===== src/rtl/pe_pair_sched.sv =====
// Schedule sequencer for the dual-PE rotation datapath over a 4x4 complex matrix.
// Runs 2*PE_LAT+4 cycles; start is accepted only in IDLE and outputs decode from state/t only.
module pe_pair_sched #(
    parameter int PE_LAT = 4,
    parameter int CNT_W  = $clog2(2*PE_LAT+4)
) (
    input  logic       clk,
    input  logic       rst,
    input  logic       start,
    input  logic       abort,
    output logic       ready,
    output logic       busy,
    output logic       done,
    output logic [1:0] pe0_valid,
    output logic [1:0] pe1_valid,
    output logic [1:0] pe0_scheme,
    output logic [1:0] pe1_scheme,
    output logic       rd_en,
    output logic [1:0] rd_grp,
    output logic       src_fb,
    output logic       op_swap,
    output logic       wb_en,
    output logic [1:0] wb_grp,
    output logic       wb_swap
);

    localparam logic [1:0] COMPLEX_2_REAL = 2'd0;
    localparam logic [1:0] COMPLEX_ROTATE = 2'd1;
    localparam logic [1:0] REAL_NULLIFIED = 2'd2;
    localparam logic [1:0] RELATED_ROTATE = 2'd3;

    localparam logic [CNT_W-1:0] P1_LAST = CNT_W'(3);
    localparam logic [CNT_W-1:0] P2_T0   = CNT_W'(PE_LAT);
    localparam logic [CNT_W-1:0] P2_LAST = CNT_W'(PE_LAT + 3);
    localparam logic [CNT_W-1:0] WB_T0   = CNT_W'(2*PE_LAT);
    localparam logic [CNT_W-1:0] T_LAST  = CNT_W'(2*PE_LAT + 3);

    typedef enum logic [1:0] {
        IDLE = 2'd0,
        RUN  = 2'd1,
        DONE = 2'd2
    } state_t;

    state_t           state;
    logic [CNT_W-1:0] t;

    always_ff @(posedge clk or posedge rst) begin
        if (rst) begin
            state <= IDLE;
            t     <= '0;
        end else begin
            case (state)
                IDLE: begin
                    t <= '0;
                    if (start && !abort) state <= RUN;
                end
                RUN: begin
                    // abort outranks the terminal count so a cancelled run never reports done
                    if (abort) begin
                        state <= IDLE;
                        t     <= '0;
                    end else if (t == T_LAST) begin
                        state <= DONE;
                        t     <= '0;
                    end else begin
                        t <= t + 1'b1;
                    end
                end
                DONE: begin
                    state <= IDLE;
                    t     <= '0;
                end
                default: begin
                    state <= IDLE;
                    t     <= '0;
                end
            endcase
        end
    end

    logic       in_p1, in_p2, in_fw;
    logic [1:0] g1, g2, g3;

    always_comb begin
        in_p1 = (state == RUN) && (t <= P1_LAST);
        in_p2 = (state == RUN) && (t >= P2_T0) && (t <= P2_LAST);
        in_fw = (state == RUN) && (t >= WB_T0);
        g1    = t[1:0];
        g2    = 2'(t - P2_T0);
        g3    = 2'(t - WB_T0);
    end

    always_comb begin
        ready      = (state == IDLE);
        busy       = (state == RUN);
        done       = (state == DONE);
        pe0_valid  = 2'b00;
        pe0_scheme = 2'd0;
        pe1_scheme = 2'd0;
        rd_en      = 1'b0;
        rd_grp     = 2'd0;
        src_fb     = 1'b0;
        op_swap    = 1'b0;
        wb_en      = 1'b0;
        wb_grp     = 2'd0;
        wb_swap    = 1'b0;
        if (in_p1) begin
            pe0_valid  = 2'b11;
            pe0_scheme = g1[0] ? COMPLEX_ROTATE : COMPLEX_2_REAL;
            pe1_scheme = COMPLEX_ROTATE;
            rd_en      = 1'b1;
            rd_grp     = g1;
        end else if (in_p2) begin
            // second pass feeds back pass-1 results while those same results are written back
            pe0_valid  = 2'b11;
            pe0_scheme = g2[0] ? RELATED_ROTATE : REAL_NULLIFIED;
            pe1_scheme = RELATED_ROTATE;
            src_fb     = 1'b1;
            op_swap    = g2[1];
            wb_en      = 1'b1;
            wb_grp     = g2;
        end else if (in_fw) begin
            wb_en   = 1'b1;
            wb_grp  = g3;
            wb_swap = g3[1];
        end
    end

    assign pe1_valid = pe0_valid;

endmodule


===== config.mk =====
export PLATFORM = sky130hd
export DESIGN_NAME = pe_pair_sched
export DESIGN_NICKNAME = d
export VERILOG_FILES = /design/src/rtl/pe_pair_sched.sv
export SDC_FILE = /design/constraint.sdc
export NUM_CORES = 1
export LEC_CHECK = 0
export ABC_AREA = 1
export BUFFER_PORTS_ARGS = -buffer_cell sky130_fd_sc_hd__buf_2
export CORE_AREA = 4 4 41 43
export CTS_CLUSTER_DIAMETER = 120
export CTS_CLUSTER_SIZE = 28
export DETAILED_ROUTE_END_ITERATION = 10
export DIE_AREA = 0 0 45 47
export GPL_ROUTABILITY_DRIVEN = 0
export PLACE_DENSITY_LB_ADDON = 0.08
export SKIP_CTS_REPAIR_TIMING = 1
export SLEW_MARGIN = 10
export SYNTH_ARGS = -nofsm -noshare
export SYNTH_HDL_FRONTEND = slang
export SYNTH_SLANG_ARGS = --single-unit

===== constraint.sdc =====
create_clock -name clk -period 1.8 [get_ports clk]
set_input_delay 0.18 -clock clk [delete_from_list [all_inputs] [get_ports clk]]
set_output_delay 0.18 -clock clk [all_outputs]
set_load 0.03 [all_outputs]

==> results of run 1 <==
routing by layer:
metal	wire (um)	global-route usage [%]	vias to the layer above
li1	-	-	216
met4	0	7.02	0
met2	410	15.5	15
met3	89	3.45	0
met1	409	12.1	164
met5	0	0	-
cell usage in the layout (no fill, tap or decap):
master,count
sky130_fd_sc_hd__nand2_4,1
sky130_fd_sc_hd__nand3_1,3
sky130_fd_sc_hd__nand2_2,2
sky130_fd_sc_hd__inv_1,9
sky130_fd_sc_hd__nor3_1,2
sky130_fd_sc_hd__nor2_2,3
sky130_fd_sc_hd__a21oi_1,1
sky130_fd_sc_hd__nand4_1,1
sky130_fd_sc_hd__dlygate4sd3_1,1
sky130_fd_sc_hd__clkbuf_4,3
sky130_fd_sc_hd__nor2_1,11
sky130_fd_sc_hd__buf_2,23
sky130_fd_sc_hd__ha_1,2
sky130_fd_sc_hd__dfrtp_1,6
sky130_fd_sc_hd__nand2_1,8
sky130_fd_sc_hd__inv_2,3
sky130_fd_sc_hd__nor2_4,2
worst max-delay path by stage:
stage | startpoint | endpoint | cells past startpoint
floorplan | state[1]$_DFFE_PP0P_ | pe0_valid[1] | 4
finish | t[3]$_DFF_PP0_ | rd_grp[0] | 4
global placement | state[1]$_DFFE_PP0P_ | pe1_valid[1] | 4
CTS | t[3]$_DFF_PP0_ | rd_grp[0] | 4
detailed placement | t[3]$_DFF_PP0_ | rd_grp[0] | 4
global route | state[1]$_DFFE_PP0P_ | pe1_scheme[1] | 6
cell type report:
cell class / instances / area, sq um
clock buffers: 3 / 22.5
repair buffers: 24 / 125
flip-flops and latches: 6 / 150
well taps: 15 / 18.8
inverters: 12 / 45.0
multi-input cells: 36 / 198
fillers: 150 / 742
through the flow:
stage	instances	area [sq um]	worst slack, ns	utilization (%)	hold WS [ns]
final	96	559	0.337	43.0	0.182
after global routing	96	559	0.230	43.0	0.201
after CTS	95	549	0.318	42.2	-0.159
after global placement	92	527	0.595	40.5	0.107
after detailed placement	92	527	0.582	40.5	0.0997
after floorplan	60	438	0.270	-	-0.0290
state kept, by name, indices dropped and copies added, names as in the netlist:
register  count
state         2
t             4
worst min-delay path, cell delays in order:
cell	delay, ns
sky130_fd_sc_hd__buf_2	0.08
sky130_fd_sc_hd__nand3_1	0.06
sky130_fd_sc_hd__nand2_1	0.06
cell families after synthesis:
| family | Yosys count |
|---|---|
| simple gates | 33 |
| fa+ha+maj | 2 |
| compound gates | 1 |
| buf+inv | 18 |
| flops | 6 |
where the power goes:
group | total [mW] | internal (mW) | leakage [nW] | switching, mW
clock network | 0.118 | 0.0750 | 0.0138 | 0.0429
logic | 0.111 | 0.0283 | 0.236 | 0.0823
registers | 0.146 | 0.140 | 0.0819 | 0.00588
total | 0.375 | 0.244 | 0.332 | 0.131
==> results.json, run 1 <==
{
  "hold_viol_final": 0,
  "p_leak_nw": 0.332,
  "largest_family_of_logic_cells_by_synthesized_area": "simple AND/OR/NAND/NOR gates",
  "setup_viol": 0,
  "die_area_sq_mm": 0.00212,
  "maxSlewViolCount": 0,
  "synth.top_cells.by_area": "sky130_fd_sc_hd__dfrtp_1 34%, sky130_fd_sc_hd__buf_4 10%, sky130_fd_sc_hd__nor2_1 9.4%, sky130_fd_sc_hd__inv_1 7.7%, sky130_fd_sc_hd__nand2_1 6.9%",
  "placementRows": 13,
  "critPathMaxStageDelay_ns": 0.43,
  "cts-buffers-inserted": 3,
  "area_share_of_and_or_nand_nor_cells_after_synthesis_pct": 38.3,
  "rr_worst_depth": 4,
  "final.min_clock_period_ns": 1.46,
  "synth_commonest_cells": "11 x sky130_fd_sc_hd__nor2_1, 9 x sky130_fd_sc_hd__inv_1, 8 x sky130_fd_sc_hd__nand2_1, 6 x sky130_fd_sc_hd__buf_4, 6 x sky130_fd_sc_hd__dfrtp_1",
  "numClockSinks": 6,
  "layout-drive-gt1-share_pct": 45.7,
  "antenna-diode-count": 0,
  "yosysWarnings": 0,
  "global_route_wire_length_before_repair_mm": 1.50,
  "place.port_buffers": 23,
  "worst_setup_hold_path_clk_slew_ns": 0.04,
  "netlist_area_before_placement_sq_um": 438,
  "power_mw": 0.375,
  "max_cap_viol_count": 0,
  "area_share_of_xor_xnor_cells_in_the_synthesized_design_pct": 0,
  "critical_path.reg2reg.startpoint": "t[1]$_DFF_PP0_",
  "synth.avg_cell_area_sq_um": 7.30,
  "worst-path-buf-inv": 1,
  "viasPerCell": 4.11,
  "worstSetupStartpointType": "flip-flop",
  "worst_slew_pin_slew_ns": 0.220,
  "yosys.area_share.adder_pct": 5.71,
  "width_of_the_die_um": 45,
  "first_pass_iters": 2,
  "area_delta_synth_final_pct": 27.7,
  "hold_path_end": "state[0]$_DFFE_PP0P_",
  "timing.critical_path.arrival_ns": 1.28,
  "clock-root-buffer": "sky130_fd_sc_hd__clkbuf_4",
  "number_of_antenna_violations_at_the_first_check_in_global_routing": 0,
  "library_cell_with_the_largest_summed_area_after_synthesis": "sky130_fd_sc_hd__dfrtp_1",
  "postSynthRegisterBits": 6,
  "global_route.overflow_total": 0,
  "tritoncts": "built",
  "synth_top_area_share_pct": 34.3,
  "critical_path.cell_chain": "nor2_2 > nand2_1 > nor2_1 > buf_2",
  "post-synth-top-count-cell": "sky130_fd_sc_hd__nor2_1",
  "grt_util_all_layers_pct": 10.2,
  "detail_route.iter0.violations": 2,
  "drt-total-wl_um": 909,
  "outcome": "finished clean",
  "syn-num-nets": 66,
  "worstPathMaxFanout": 6,
  "worstSkewPairLatency_ns": 0.24,
  "pin_count_of_the_biggest_net_entering_global_routing": 8,
  "power.ir.vdd_worst_mv": 0.328,
  "hpwl_um": 766,
  "synth.yosys.seq_area_share_pct": 34.3,
  "fp.coreArea_sq_mm": 0.00130,
  "critical_path_required_ns": 1.62,
  "fin_skew_ns": 0.00178,
  "worst_path_max_delay_cell": "sky130_fd_sc_hd__dfrtp_1",
  "drt_drc_violations_left": 0,
  "number_of_nets_in_the_layout": 89,
  "postRouteAntennaNets": 0,
  "first_global_vias": 367,
  "reg2reg_to": "t[1]$_DFF_PP0_",
  "final_min_period_over_clock_period_pct": 81.3,
  "path_class": "reg2out",
  "totalNegativeSetupSlack_ns": 0,
  "dr_total_vias": 395,
  "crit_family": "flip-flops",
  "initial_utilization_pct": 33.7,
  "synth-compound-area-share_pct": 1.14,
  "slew_headroom_pct": 85.3,
  "yosys.cell_types.count": 15,
  "grt_setup_unrepaired": "no",
  "synth_async_sr_flop_share_pct": 100,
  "max-clock-path-buffers": 2,
  "design.portCount": 24,
  "synth.mux.area_fraction_pct": 0,
  "worstSetupEndpointType": "output pin",
  "rrSetupSlack_ns": 0.74,
  "postSynthCellCount": 60,
  "most_used_flip_flop_cell_after_synthesis": "sky130_fd_sc_hd__dfrtp_1",
  "timing.hold.worst_path_depth": 3,
  "power.density_mw_per_mm2": 670,
  "detail_route.wl_per_cell_um": 9.47,
  "count_of_flip_flops_with_a_built_in_enable_after_synthesis": 0,
  "fp.dieH_um": 47,
  "timing.fmax_mhz": 684,
  "hp-class": "in2reg",
  "htree_num_levels": 1,
  "min_from": "start"
}
No activity file was read; power rests on OpenSTA's default activity.
==> run 2, diff against run 1 <==
clock period = 1.3 ns   (was 1.8 ns; I/O delays follow)
==> run 2 against run 1 <==
The run now ends with negative setup slack left. Register-to-register slack worse by 0.57 ns. Power rose by 47%. Die area unchanged. Sequential share of layout area is 5.4 points lower. Combinational power rose by 68%. Sequential power grew 38%. Final cell count up 5.2%. Critical path depth rose by 2. Highest routed layer is now met4.
==> results.json, run 2 (synthesis results as in run 1) <==
{
  "design.portCount": 24,
  "gate_power_share_pct": 33.8,
  "setup_viol": 15,
  "critical_path.reg2reg.startpoint": "t[0]$_DFF_PP0_",
  "worstSetupStartpointType": "flip-flop",
  "drt_drc_violations_left": 0,
  "rrSetupSlack_ns": 0.17,
  "fp.dieH_um": 47,
  "tritoncts": "built",
  "power.share.switching_pct": 34.2,
  "hpwl_um": 773,
  "path_class": "reg2out",
  "violated_checks": "negative setup slack",
  "most_flops_register": "t",
  "first_pass_iters": 1,
  "timing.critical_path.arrival_ns": 1.28,
  "placementRows": 13,
  "critical_path_required_ns": 1.17,
  "layout-drive-gt1-share_pct": 59.3,
  "clock-root-buffer": "sky130_fd_sc_hd__clkbuf_4",
  "internal_power_mw": 0.362,
  "p_clk_share_pct": 29.5,
  "power_mw": 0.550,
  "setup_slack_ns": -0.109,
  "fin_skew_ns": 0.000952,
  "rr_worst_depth": 5,
  "pin_count_of_the_biggest_net_entering_global_routing": 8,
  "worstPathMaxFanout": 7,
  "mostFrequentLayoutCells": "10 x sky130_fd_sc_hd__buf_6, 8 x sky130_fd_sc_hd__clkbuf_4",
  "grt_util_all_layers_pct": 9.79,
  "worst_slew_pin_slew_ns": 0.221,
  "detail_route.iter0.violations": 0,
  "fp.coreArea_sq_mm": 0.00130,
  "antenna-diode-count": 0,
  "cell_area_after_placement_sq_um": 541,
  "seq_power_share_pct": 36.8,
  "leading_cell_type_in_the_layout_fill_and_taps_excluded": "sky130_fd_sc_hd__buf_6",
  "worst_path_max_delay_cell": "sky130_fd_sc_hd__dfrtp_1",
  "postRouteAntennaNets": 0,
  "timing.hold.worst_path_depth": 3,
  "hp-class": "in2reg",
  "viasPerCell": 4.27,
  "hold_viol_final": 0,
  "p_leak_nw": 0.354,
  "power.switching_mw": 0.188,
  "number_of_nets_in_the_layout": 94,
  "first_global_vias": 345,
  "cts-buffers-inserted": 3,
  "reg2reg_to": "t[3]$_DFF_PP0_",
  "critical_path.cell_chain": "inv_2 > nand2_4 > nor2_4 > nand2_2 > nor2_2 > buf_6",
  "numClockSinks": 6,
  "width_of_the_die_um": 45,
  "final.min_clock_period_ns": 1.41,
  "worstSkewPairLatency_ns": 0.24,
  "area_delta_synth_final_pct": 60.9,
  "grt_setup_unrepaired": "yes",
  "global_route_wire_length_before_repair_mm": 1.44,
  "timing.fmax_mhz": 710,
  "maxSlewViolCount": 0,
  "outcome": "finished, violations left",
  "die_area_sq_mm": 0.00212,
  "critPathMaxStageDelay_ns": 0.38,
  "layout.cell_area.non_filler_sq_um": 704,
  "post-route-util_pct": 54.1,
  "detail_route.wl_per_cell_um": 9.47,
  "dr_total_vias": 431,
  "preCtsSetupSlack_ns": 0.117,
  "slew_headroom_pct": 85.3,
  "drt-total-wl_um": 956,
  "worstSetupEndpointType": "output pin",
  "number_of_antenna_violations_at_the_first_check_in_global_routing": 0,
  "min_from": "start",
  "hold_path_end": "state[0]$_DFFE_PP0P_",
  "power.ir.vdd_worst_mv": 0.536,
  "final_min_period_over_clock_period_pct": 108,
  "max-clock-path-buffers": 2,
  "worst_setup_hold_path_clk_slew_ns": 0.04,
  "place.port_buffers": 23,
  "max_cap_viol_count": 0,
  "biggestRegsByFlops": "t x4, state x2",
  "totalNegativeSetupSlack_ns": -0.751,
  "largest_register_ffs": 4,
  "power.density_mw_per_mm2": 780,
  "htree_num_levels": 1,
  "global_route.overflow_total": 0,
  "initial_utilization_pct": 33.7
}
==> run 2: changes by cell type in the layout (fill, tap and decap cells not counted), sizes merged <==
cell / delta
clkinvlp: +1
inv: -1
clkbuf: +5
==> run 2: power groups by stage <==
stage,Clock [mW],Sequential [mW],Combinational (mW)
finish,0.162,0.202,0.186
global route,0.179,0.203,0.199
CTS,0.174,0.202,0.156
detailed placement,0,0.205,0.156
global placement,0,0.205,0.157
floorplan,0,0.204,0.133
==> run 2: how the worst max path moves through the flow <==
stage | slack [ns] | start | endpoint
after floorplan | -0.06 | state[1]$_DFFE_PP0P_ | pe0_scheme[1]
after global placement | 0.12 | state[1]$_DFFE_PP0P_ | op_swap
after detailed placement | 0.12 | t[3]$_DFF_PP0_ | src_fb
after CTS | -0.15 | t[3]$_DFF_PP0_ | src_fb
after global routing | -0.18 | state[1]$_DFFE_PP0P_ | op_swap
final | -0.11 | state[1]$_DFFE_PP0P_ | op_swap
==> run 2: worst max-delay path: cells and delay by family (launching register included) <==
family	cells	cell delay (ns)
DFF	1	0.38
buffers and inverters	2	0.23
and+or+nand+nor	4	0.43
==> run 2: final cells by class <==
type                            count  area [sq um]
Clock buffer                        3          22.5
Fill cell                         128           597
Inverter                           12          48.8
Multi-Input combinational cell     36           220
Sequential cell                     6           151
Tap cell                           15          18.8
Timing Repair Buffer               29           243
==> run 2: routing by layer <==
layer / up-vias / global-route usage, % / share of wire [%]
met4: 0 / 10.5 / 0.84
met3: 2 / 1.92 / 6.9
met1: 191 / 10.5 / 40
met2: 14 / 15.5 / 53
li1: 224 / - / -
met5: - / 0 / 0
==> run 2: metrics by stage <==
stage | std cells | hold slack, ns
CTS | 95 | -0.210
detailed placement | 92 | 0.0493
global route | 101 | 0.159
floorplan | 60 | -0.0790
global placement | 92 | 0.0480
finish | 101 | 0.135
==> run 3, diff against run 2 <==
--- a/config.mk
+++ b/config.mk
@@ -9,3 +9,4 @@
 export BUFFER_PORTS_ARGS = -buffer_cell sky130_fd_sc_hd__buf_2
-export CORE_AREA = 4 4 41 43
+export CORE_AREA = 2 2 39 41
+export CTS_BUF_LIST = sky130_fd_sc_hd__clkbuf_8
 export CTS_CLUSTER_DIAMETER = 120
@@ -13,3 +14,3 @@
 export DETAILED_ROUTE_END_ITERATION = 10
-export DIE_AREA = 0 0 45 47
+export DIE_AREA = 0 0 41 43
 export GPL_ROUTABILITY_DRIVEN = 0
--- a/constraint.sdc
+++ b/constraint.sdc
@@ -3,2 +3,2 @@
 set_output_delay 0.13 -clock clk [all_outputs]
-set_load 0.03 [all_outputs]
+set_load 0.02 [all_outputs]
==> run 3 against run 2 <==
Core utilization fell by 7.8 points. Final area fell by 8.9%. The run still ends with negative setup slack left. Critical path type unchanged. Highest routed layer unchanged. Clock power rose by 65%. Die area fell by 17%. Routed wire length fell by 8.7%. Largest cell class is now multi-input combinational cells.
==> results.json, run 3 (synthesis results as in run 1) <==
{
  "cell_area_after_placement_sq_um": 531,
  "worstSetupStartpointType": "flip-flop",
  "path_depth": 6,
  "mostFrequentLayoutCells": "13 x sky130_fd_sc_hd__buf_2, 10 x sky130_fd_sc_hd__nor2_1, 9 x sky130_fd_sc_hd__buf_4",
  "preCtsSetupSlack_ns": 0.172,
  "first_global_vias": 350,
  "clock-root-buffer": "sky130_fd_sc_hd__clkbuf_8",
  "slew_headroom_pct": 85.8,
  "viasPerCell": 4.17,
  "area_delta_synth_final_pct": 46.6,
  "rr_worst_depth": 4,
  "violated_checks": "negative setup slack",
  "grt_util_all_layers_pct": 11.6,
  "most_flops_register": "t",
  "setup_slack_ns": -0.0314,
  "detail_route.iter0.violations": 2,
  "number_of_filler_cells_placed_in_the_layout": 149,
  "largest_register_ffs": 4,
  "timing.fmax_mhz": 751,
  "antenna-diode-count": 0,
  "post-route-util_pct": 46.4,
  "reg2reg_to": "t[1]$_DFF_PP0_",
  "htree_num_levels": 1,
  "worstPathMaxFanout": 7,
  "worst_setup_hold_path_clk_slew_ns": 0.03,
  "layout.cell_area.non_filler_sq_um": 642,
  "drt-total-wl_um": 873,
  "worst_slew_pin_slew_ns": 0.212,
  "global_route_wire_length_before_repair_mm": 1.37,
  "rrSetupSlack_ns": 0.28,
  "drt_drc_violations_left": 0,
  "crit_family": "flip-flops",
  "p_leak_nw": 0.349,
  "fp.dieH_um": 43,
  "global_route.overflow_total": 0,
  "place.port_buffers": 23,
  "timing.critical_path.arrival_ns": 1.20,
  "placementRows": 14,
  "multi_input_logic_area_sq_um": 208,
  "first_pass_iters": 2,
  "tritoncts": "built",
  "leading_cell_type_in_the_layout_fill_and_taps_excluded": "sky130_fd_sc_hd__buf_2",
  "pin_count_of_the_biggest_net_entering_global_routing": 8,
  "timing.critical_path.to": "pe0_scheme[1]",
  "worst_path_max_delay_cell": "sky130_fd_sc_hd__dfrtp_1",
  "critical_path.reg2reg.startpoint": "t[0]$_DFF_PP0_",
  "cts-buffers-inserted": 3,
  "number_of_nets_in_the_layout": 91,
  "die_area_sq_mm": 0.00176,
  "critical_path.cell_chain": "inv_2 > nand2_4 > nor2_4 > nand2_2 > inv_2 > buf_4",
  "totalNegativeSetupSlack_ns": -0.0831,
  "final-seq-area_sq_um": 151,
  "fin_skew_ns": 0.000810,
  "dr_total_vias": 413,
  "hpwl_um": 745,
  "timing.critical_path.from": "state[1]$_DFFE_PP0P_",
  "setup_viol": 5,
  "hold_viol_final": 0,
  "biggestRegsByFlops": "t x4, state x2",
  "power.density_mw_per_mm2": 947,
  "layout-drive-gt1-share_pct": 51.8,
  "final_min_period_over_clock_period_pct": 102,
  "worstSkewPairLatency_ns": 0.22,
  "numClockSinks": 6,
  "final.min_clock_period_ns": 1.33,
  "fp.coreArea_sq_mm": 0.00138,
  "critical_path_required_ns": 1.17,
  "max-clock-path-buffers": 2,
  "design.portCount": 24,
  "grt_setup_unrepaired": "yes",
  "worstSetupEndpointType": "output pin",
  "power.ir.vdd_worst_mv": 0.576,
  "postRouteAntennaNets": 0,
  "path_class": "reg2out",
  "width_of_the_die_um": 41,
  "max_cap_viol_count": 0,
  "maxSlewViolCount": 0,
  "detail_route.wl_per_cell_um": 8.82,
  "number_of_antenna_violations_at_the_first_check_in_global_routing": 0,
  "worst-path-buf-inv": 3,
  "outcome": "finished, violations left",
  "initial_utilization_pct": 31.6,
  "critPathMaxStageDelay_ns": 0.38,
  "timing.critical_path.mode_cell": "sky130_fd_sc_hd__inv_2",
  "hp-class": "in2reg"
}
==> run 3: cell types whose count changed in the layout (fill, tap and decap cells not counted), sizes merged <==
| cell | change |
|---|---|
| inv | +1 |
| buf | +2 |
| clkinvlp | -1 |
| clkbuf | -5 |
==> run 3: stage by stage <==
stage          total power [mW]  std cells  hold WS, ns
6_report                  0.608         99        0.160
5_1_grt                   0.647         99        0.202
4_1_cts                   0.613         96       -0.187
3_5_place_dp              0.334         93       0.0466
3_3_place_gp              0.337         93       0.0519
2_1_floorplan             0.310         60      -0.0790
==> run 3: metal layers <==
layer	wire [um]	vias to the layer above	global-route usage [%]	part of all wire, %
met5	0	-	0	0
met1	386	180	13.5	44
li1	-	217	-	-
met4	8	0	10.0	0.92
met3	50	2	1.57	5.7
met2	428	14	17.5	49
==> run 3: worst min-delay path, delay by kind of cell <==
family / cells / cell delay (ns)
and+or+nand+nor: 2 / 0.14
buffers and inverters: 1 / 0.07
==> run 3: worst min-delay path by stage <==
stage | end | startpoint | cells past startpoint
finish | state[0]$_DFFE_PP0P_ | start | 3
global route | state[0]$_DFFE_PP0P_ | start | 3
CTS | t[1]$_DFF_PP0_ | rst | 2
detailed placement | state[0]$_DFFE_PP0P_ | rst | 2
global placement | state[0]$_DFFE_PP0P_ | rst | 2
floorplan | state[0]$_DFFE_PP0P_ | rst | 1
==> run 3: final cells by class <==
| class | count | share of cell area [%] |
|---|---|---|
| Multi-Input combinational cell | 36 | 32.4 |
| Timing Repair Buffer | 26 | 27.5 |
| Sequential cell | 6 | 23.6 |
| Inverter | 12 | 7.02 |
| Clock buffer | 3 | 6.43 |
| Tap cell | 16 | 3.12 |
==> run 3: where the power goes <==
part / internal, mW / switching, mW / total [mW]
combinational: 0.0465 / 0.0908 / 0.137
sequential: 0.194 / 0.00866 / 0.203
clock: 0.198 / 0.0697 / 0.268
total: 0.439 / 0.169 / 0.608
